--- src/rtl/fetch_pkg.sv ---
// Shared constants and types for the RV32I instruction-fetch stage.
package fetch_pkg;

  localparam int unsigned XLEN = 32;
  localparam int unsigned ILEN = 32;

  localparam logic [ILEN-1:0] NOP_INSTR    = 32'h0000_0013;
  localparam logic [ILEN-1:0] EBREAK_INSTR = 32'h0010_0073;

  typedef enum logic {
    RUN  = 1'b0,
    HALT = 1'b1
  } fetch_state_t;

  function automatic logic [XLEN-1:0] word_align(input logic [XLEN-1:0] addr);
    return {addr[XLEN-1:2], 2'b00};
  endfunction

endpackage

--- src/rtl/fetch_perf_counters.sv ---
// Four saturating 32-bit performance counters for the fetch stage.
module fetch_perf_counters
  import fetch_pkg::*;
(
  input  logic            clk,
  input  logic            rst,
  input  logic            fetch_inc,
  input  logic            stall_inc,
  input  logic            flush_inc,
  output logic [XLEN-1:0] cycle_cnt,
  output logic [XLEN-1:0] fetch_cnt,
  output logic [XLEN-1:0] stall_cnt,
  output logic [XLEN-1:0] flush_cnt
);

  always_ff @(posedge clk) begin
    if (rst) begin
      cycle_cnt <= '0;
      fetch_cnt <= '0;
      stall_cnt <= '0;
      flush_cnt <= '0;
    end else begin
      if (cycle_cnt != '1)              cycle_cnt <= cycle_cnt + 1'b1;
      if (fetch_inc && fetch_cnt != '1) fetch_cnt <= fetch_cnt + 1'b1;
      if (stall_inc && stall_cnt != '1) stall_cnt <= stall_cnt + 1'b1;
      if (flush_inc && flush_cnt != '1) flush_cnt <= flush_cnt + 1'b1;
    end
  end

endmodule

--- src/rtl/fetch_stage.sv ---
// IF stage: fetch PC, IF/ID register, RUN/HALT control.
// Define FETCH_PERF_CNT_EN to build the performance counters; otherwise they read 0.
module fetch_stage #(
  parameter logic [31:0] RESET_PC   = 32'h0000_0000,
  parameter int unsigned IMEM_DEPTH = 32,
  parameter logic [31:0] NOP_INSTR  = 32'h0000_0013
) (
  input  logic        clk,
  input  logic        rst,
  output logic [31:0] PCF,
  input  logic [31:0] InstrF,
  input  logic        StallF,
  input  logic        StallD,
  input  logic        FlushD,
  input  logic        PCSrcE,
  input  logic [31:0] PCTargetE,
  output logic [31:0] InstrD,
  output logic [31:0] PCD,
  output logic [31:0] PCPlus4D,
  output logic        ValidD,
  output logic        Halted,
  output logic        FetchFault,
  output logic [31:0] CycleCnt,
  output logic [31:0] FetchCnt,
  output logic [31:0] StallCnt,
  output logic [31:0] FlushCnt
);
  import fetch_pkg::*;

  fetch_state_t state;

  logic [31:0] pc_plus4;
  logic        pc_oob;
  logic        fault_take;
  logic        ebreak_take;
  logic        bubble_src;
  logic        load_valid;

  always_comb begin
    pc_plus4    = PCF + 32'd4;
    pc_oob      = {2'b00, PCF[31:2]} >= 32'(IMEM_DEPTH);
    fault_take  = (state == RUN) && pc_oob && !StallF && !PCSrcE;
    ebreak_take = (state == RUN) && !pc_oob && (InstrF == EBREAK_INSTR)
                  && !StallF && !PCSrcE && !FlushD;
    // An out-of-range word is never passed to decode, even while stalled.
    bubble_src  = (state == HALT) || pc_oob;
    load_valid  = !FlushD && !StallD && !bubble_src;
  end

  always_ff @(posedge clk) begin
    if (rst) begin
      PCF        <= RESET_PC;
      InstrD     <= NOP_INSTR;
      PCD        <= '0;
      PCPlus4D   <= '0;
      ValidD     <= 1'b0;
      state      <= RUN;
      Halted     <= 1'b0;
      FetchFault <= 1'b0;
    end else begin
      if (PCSrcE)
        PCF <= word_align(PCTargetE);
      else if (!StallF && state != HALT)
        PCF <= pc_plus4;

      // FlushD beats StallD; StallD beats the halt/fault bubble.
      if (FlushD || (!StallD && bubble_src)) begin
        InstrD   <= NOP_INSTR;
        PCD      <= '0;
        PCPlus4D <= '0;
        ValidD   <= 1'b0;
      end else if (load_valid) begin
        InstrD   <= InstrF;
        PCD      <= PCF;
        PCPlus4D <= pc_plus4;
        ValidD   <= 1'b1;
      end

      case (state)
        RUN: begin
          if (fault_take) begin
            state      <= HALT;
            Halted     <= 1'b1;
            FetchFault <= 1'b1;
          end else if (ebreak_take) begin
            state  <= HALT;
            Halted <= 1'b1;
          end
        end
        HALT: begin
          if (PCSrcE) begin
            state      <= RUN;
            Halted     <= 1'b0;
            FetchFault <= 1'b0;
          end
        end
        default: begin
          state  <= RUN;
          Halted <= 1'b0;
        end
      endcase
    end
  end

`ifdef FETCH_PERF_CNT_EN
  fetch_perf_counters u_perf (
    .clk       (clk),
    .rst       (rst),
    .fetch_inc (load_valid),
    .stall_inc (StallF && !PCSrcE),
    .flush_inc (FlushD),
    .cycle_cnt (CycleCnt),
    .fetch_cnt (FetchCnt),
    .stall_cnt (StallCnt),
    .flush_cnt (FlushCnt)
  );
`else
  assign CycleCnt = '0;
  assign FetchCnt = '0;
  assign StallCnt = '0;
  assign FlushCnt = '0;
`endif

endmodule

--- config.mk ---
export PLATFORM = sky130hd
export DESIGN_NAME = fetch_stage
export DESIGN_NICKNAME = d
export VERILOG_FILES = /design/src/rtl/fetch_pkg.sv /design/src/rtl/fetch_perf_counters.sv /design/src/rtl/fetch_stage.sv
export SDC_FILE = /design/constraint.sdc
export NUM_CORES = 1
export LEC_CHECK = 0
export CAP_MARGIN = 0
export CORE_MARGIN = 3
export CORE_UTILIZATION = 25
export CTS_BUF_LIST = sky130_fd_sc_hd__clkbuf_4 sky130_fd_sc_hd__clkbuf_8 sky130_fd_sc_hd__clkbuf_16
export DETAILED_ROUTE_END_ITERATION = 7
export GPL_TIMING_DRIVEN = 0
export PLACE_DENSITY = 0.67
export SKIP_CTS_REPAIR_TIMING = 1
export SLEW_MARGIN = 20
export SYNTH_ARGS = -nofsm -noshare
export SYNTH_HDL_FRONTEND = slang
export SYNTH_SLANG_ARGS = --single-unit
--- constraint.sdc ---
create_clock -name clk -period 1.95 [get_ports clk]
set_input_delay 0.4875 -clock clk [delete_from_list [all_inputs] [get_ports clk]]
set_output_delay 0.4875 -clock clk [all_outputs]
set_load 0.01 [all_outputs]
==> reports/qor.txt <==
DRT antenna net count: 0
Core Rows: 56
RR Endpoint: PCD[6]
Gpl congestion: 0.810
Worst Hold Depth: 2
Reg clk slew, reported paths: 0.07 ns
Maxcap violations: 0
Fin crit share: 115%
Post-synth top area share: 41.6%
Mux cell area share after synthesis: 6.44%
Vias/cell: 3.93
Power per cell area: 684 nW/um^2
Hold Path Sink: InstrD[0]
Drt initial violations: 153
Insertion delay to the later sink of the worst-skew pair: 0.41 ns
Final std cells w/o fill: 1343
Worst IR Drop VDD: 0.556 mV
M1 wire length: 7900 um
Area of the multi-input gates: 2950 um^2
RR Startpoint: PCF[19]
Drt pass-1 iters: 4
Max Fclk: 446 MHz
First-pass GRT wire length: 28300 um
Placed cells: 1295
Syn_area_per_cell: 9.30 um^2
Worst Path Max Fanout: 10
Sink Count: 126
Overall global routing resource usage: 13.8%
Vias in the first global route: 4956
Largest cells by area after synthesis: dfxtp_1 (42%), buf_4 (17%), mux2i_1 (6.4%)
CP arrival: 2.57 ns
Post-synth top flop: dfxtp_1
Global route total overflow: 0
Max-slew headroom: 55.4%
Number of synthesized flops with an enable pin: 0
YS warnings: 0
I/O Buffers: 191
Root buffer cell: clkbuf_16
Area leader, netlist: dfxtp_1
Yosys cell types: 43
Finish-stage setup viols: 44
DR WL/cell: 14.3 um
Fin. Hold Viols: 0
Fraction of layout cells with a size suffix above 1: 25.1%
Failing checks: setup timing
Die footprint: 26200 um^2
XOR/XNOR Fraction of Synth Area: 4.48%
Ant. Diodes: 0
Nets: 1083
Crit path time final: 2.24 ns
Synth cell count leaders: buf_4 (134), dfxtp_1 (126), nor2_1 (56), and2_1 (49), mux2i_1 (39)
H-tree Lvls: 4
Register area: 2550 um^2
Total CTS buffers: 17
Initial Util: 25.6%
CTS tree: built
Initial antenna violation count: 1
Simple-Gate Fraction of Synth Area: 19.6%
DR vias: 5281
Leakage power total: 4.15 nW
DP HPWL: 14900 um
CP Class: register to register
Critical Path End Type: register
Fill cells: 2336
RSZ-0062 raised after global routing: true
Hold_sp: InstrF[0]
Drt total wl: 19200 um
Post-Route Setup TNS: -10.38 ns
Post-Synth Adder-Cell Area: 0.413%
Most common cell in the netlist: buf_4
Area growth from synthesis to layout: 62.0%
Required time worst endpoint: 2.28 ns
Core area: 23700 um^2
Sequential area share after synthesis: 41.6%
HP Class: input port to register
Cells after Synth: 652
Metal2 WL: 8740 um
Status: finished with violations
Setup slack, reg-to-reg: -0.29 ns
Clock Path Buffers: 2
Die height: 162 um
Largest family of logic cells by synthesized area: buffers and inverters
Top sig layer: met5
Fraction of registers with async set/reset: 0%
Mapped cell area: 6070 um^2
Flops & latches, synth: 126
Critical Path Start Type: register
Met3 WL: 2370 um
Pin slew with the least headroom to its limit: 0.668 ns
Setup Skew: 0.0138 ns
Largest net degree at the start of global routing: 17
Reg2Reg Depth: 8
Compound-gate portion of the synthesized area: 6.77%
Die Span X: 162 um
# IOs: 329
Fin worst setup slack: -0.290 ns
Max Slew Vio Count: 0
DRC Markers: 0
## report_power, final
| group | switching [mW] | internal (mW) |
|---|---|---|
| clock network | 1.30 | 1.85 |
| logic | 0.407 | 0.478 |
| registers | 0.0745 | 2.62 |
## worst max-delay path by stage
stage / slack [ns] / to / start / cells past startpoint
floorplan: -0.01 / PCD[5] / PCF[19] / 7
global placement: -1.24 / Halted / PCSrcE / 6
detailed placement: -1.26 / Halted / PCSrcE / 6
CTS: -0.83 / Halted / PCSrcE / 6
global route: -0.38 / PCD[6] / PCF[19] / 8
finish: -0.29 / PCD[6] / PCF[19] / 8
## worst max-delay path: stages (launching register included)
cell and delay, ns:
dfxtp_4 0.38, or3_4 0.42, or4_4 0.44, nor3_4 0.25, buf_8 0.20, buf_4 0.14
buf_12 0.13, nor2_2 0.04, a211oi_2 0.17
## cell type report
cell class	count	share of cell area, %
timing repair buffer	208	21.1
clock inverter	13	1.31
multi-input combinational	484	30.0
tap	319	4.06
sequential	126	26.0
inverter	11	0.420
clock buffer	19	4.61
buffer	163	12.5
## cell usage in the layout, fill, tap and decap left out, types with 10 or more instances in the layout
cell,instances
xnor2_1,15
nor2_2,10
mux2i_1,38
and2_1,49
buf_4,150
o22ai_1,10
nand4_1,15
conb_1,134
dfxtp_1,107
nor2_1,54
inv_1,11
clkbuf_16,18
a21oi_1,24
nand2_1,19
xor2_1,16
clkbuf_1,13
dfxtp_2,16
clkdlybuf4s50_1,184
nand3_1,12
## logic make-up (layout without fill, tap and decap cells)
logic type | after synthesis | count (layout)
AOI/OAI and AO/OA | 60 | 60
xor gates and xnor gates | 31 | 31
adders and majority gates | 2 | 2
buffers and inverters | 175 | 414
DFF | 126 | 126
muxes | 39 | 39
other | 1 | 134
and+or+nand+nor | 218 | 218
## flip-flops by register name, indices dropped and copies added (netlist names)
name	count
FetchFault	1
PCD	30
InstrD	32
PCF	30
PCPlus4D	30
Halted	1
state	1
ValidD	1
## stage by stage
step / worst slack (ns) / hold WS [ns] / total power, mW / instance area (um^2) / utilization, %
global route: -0.383 / 0.371 / 6.98 / 9820 / 41.5
detailed placement: -1.26 / 0.443 / 3.58 / 8880 / 37.5
CTS: -0.826 / 0.459 / 6.74 / 9460 / 39.9
floorplan: -0.0144 / 0.476 / 3.25 / 6570 / -
finish: -0.290 / 0.378 / 6.72 / 9820 / 41.5
global placement: -1.24 / 0.441 / 3.58 / 8880 / 37.5
## layer usage
metal	global-route usage (%)	vias to the layer above
met5	0	-
met4	2.91	2
met3	6.81	18
met2	22.2	271
met1	16.8	2360
li1	-	2630
No activity file was read; power rests on OpenSTA's default activity.
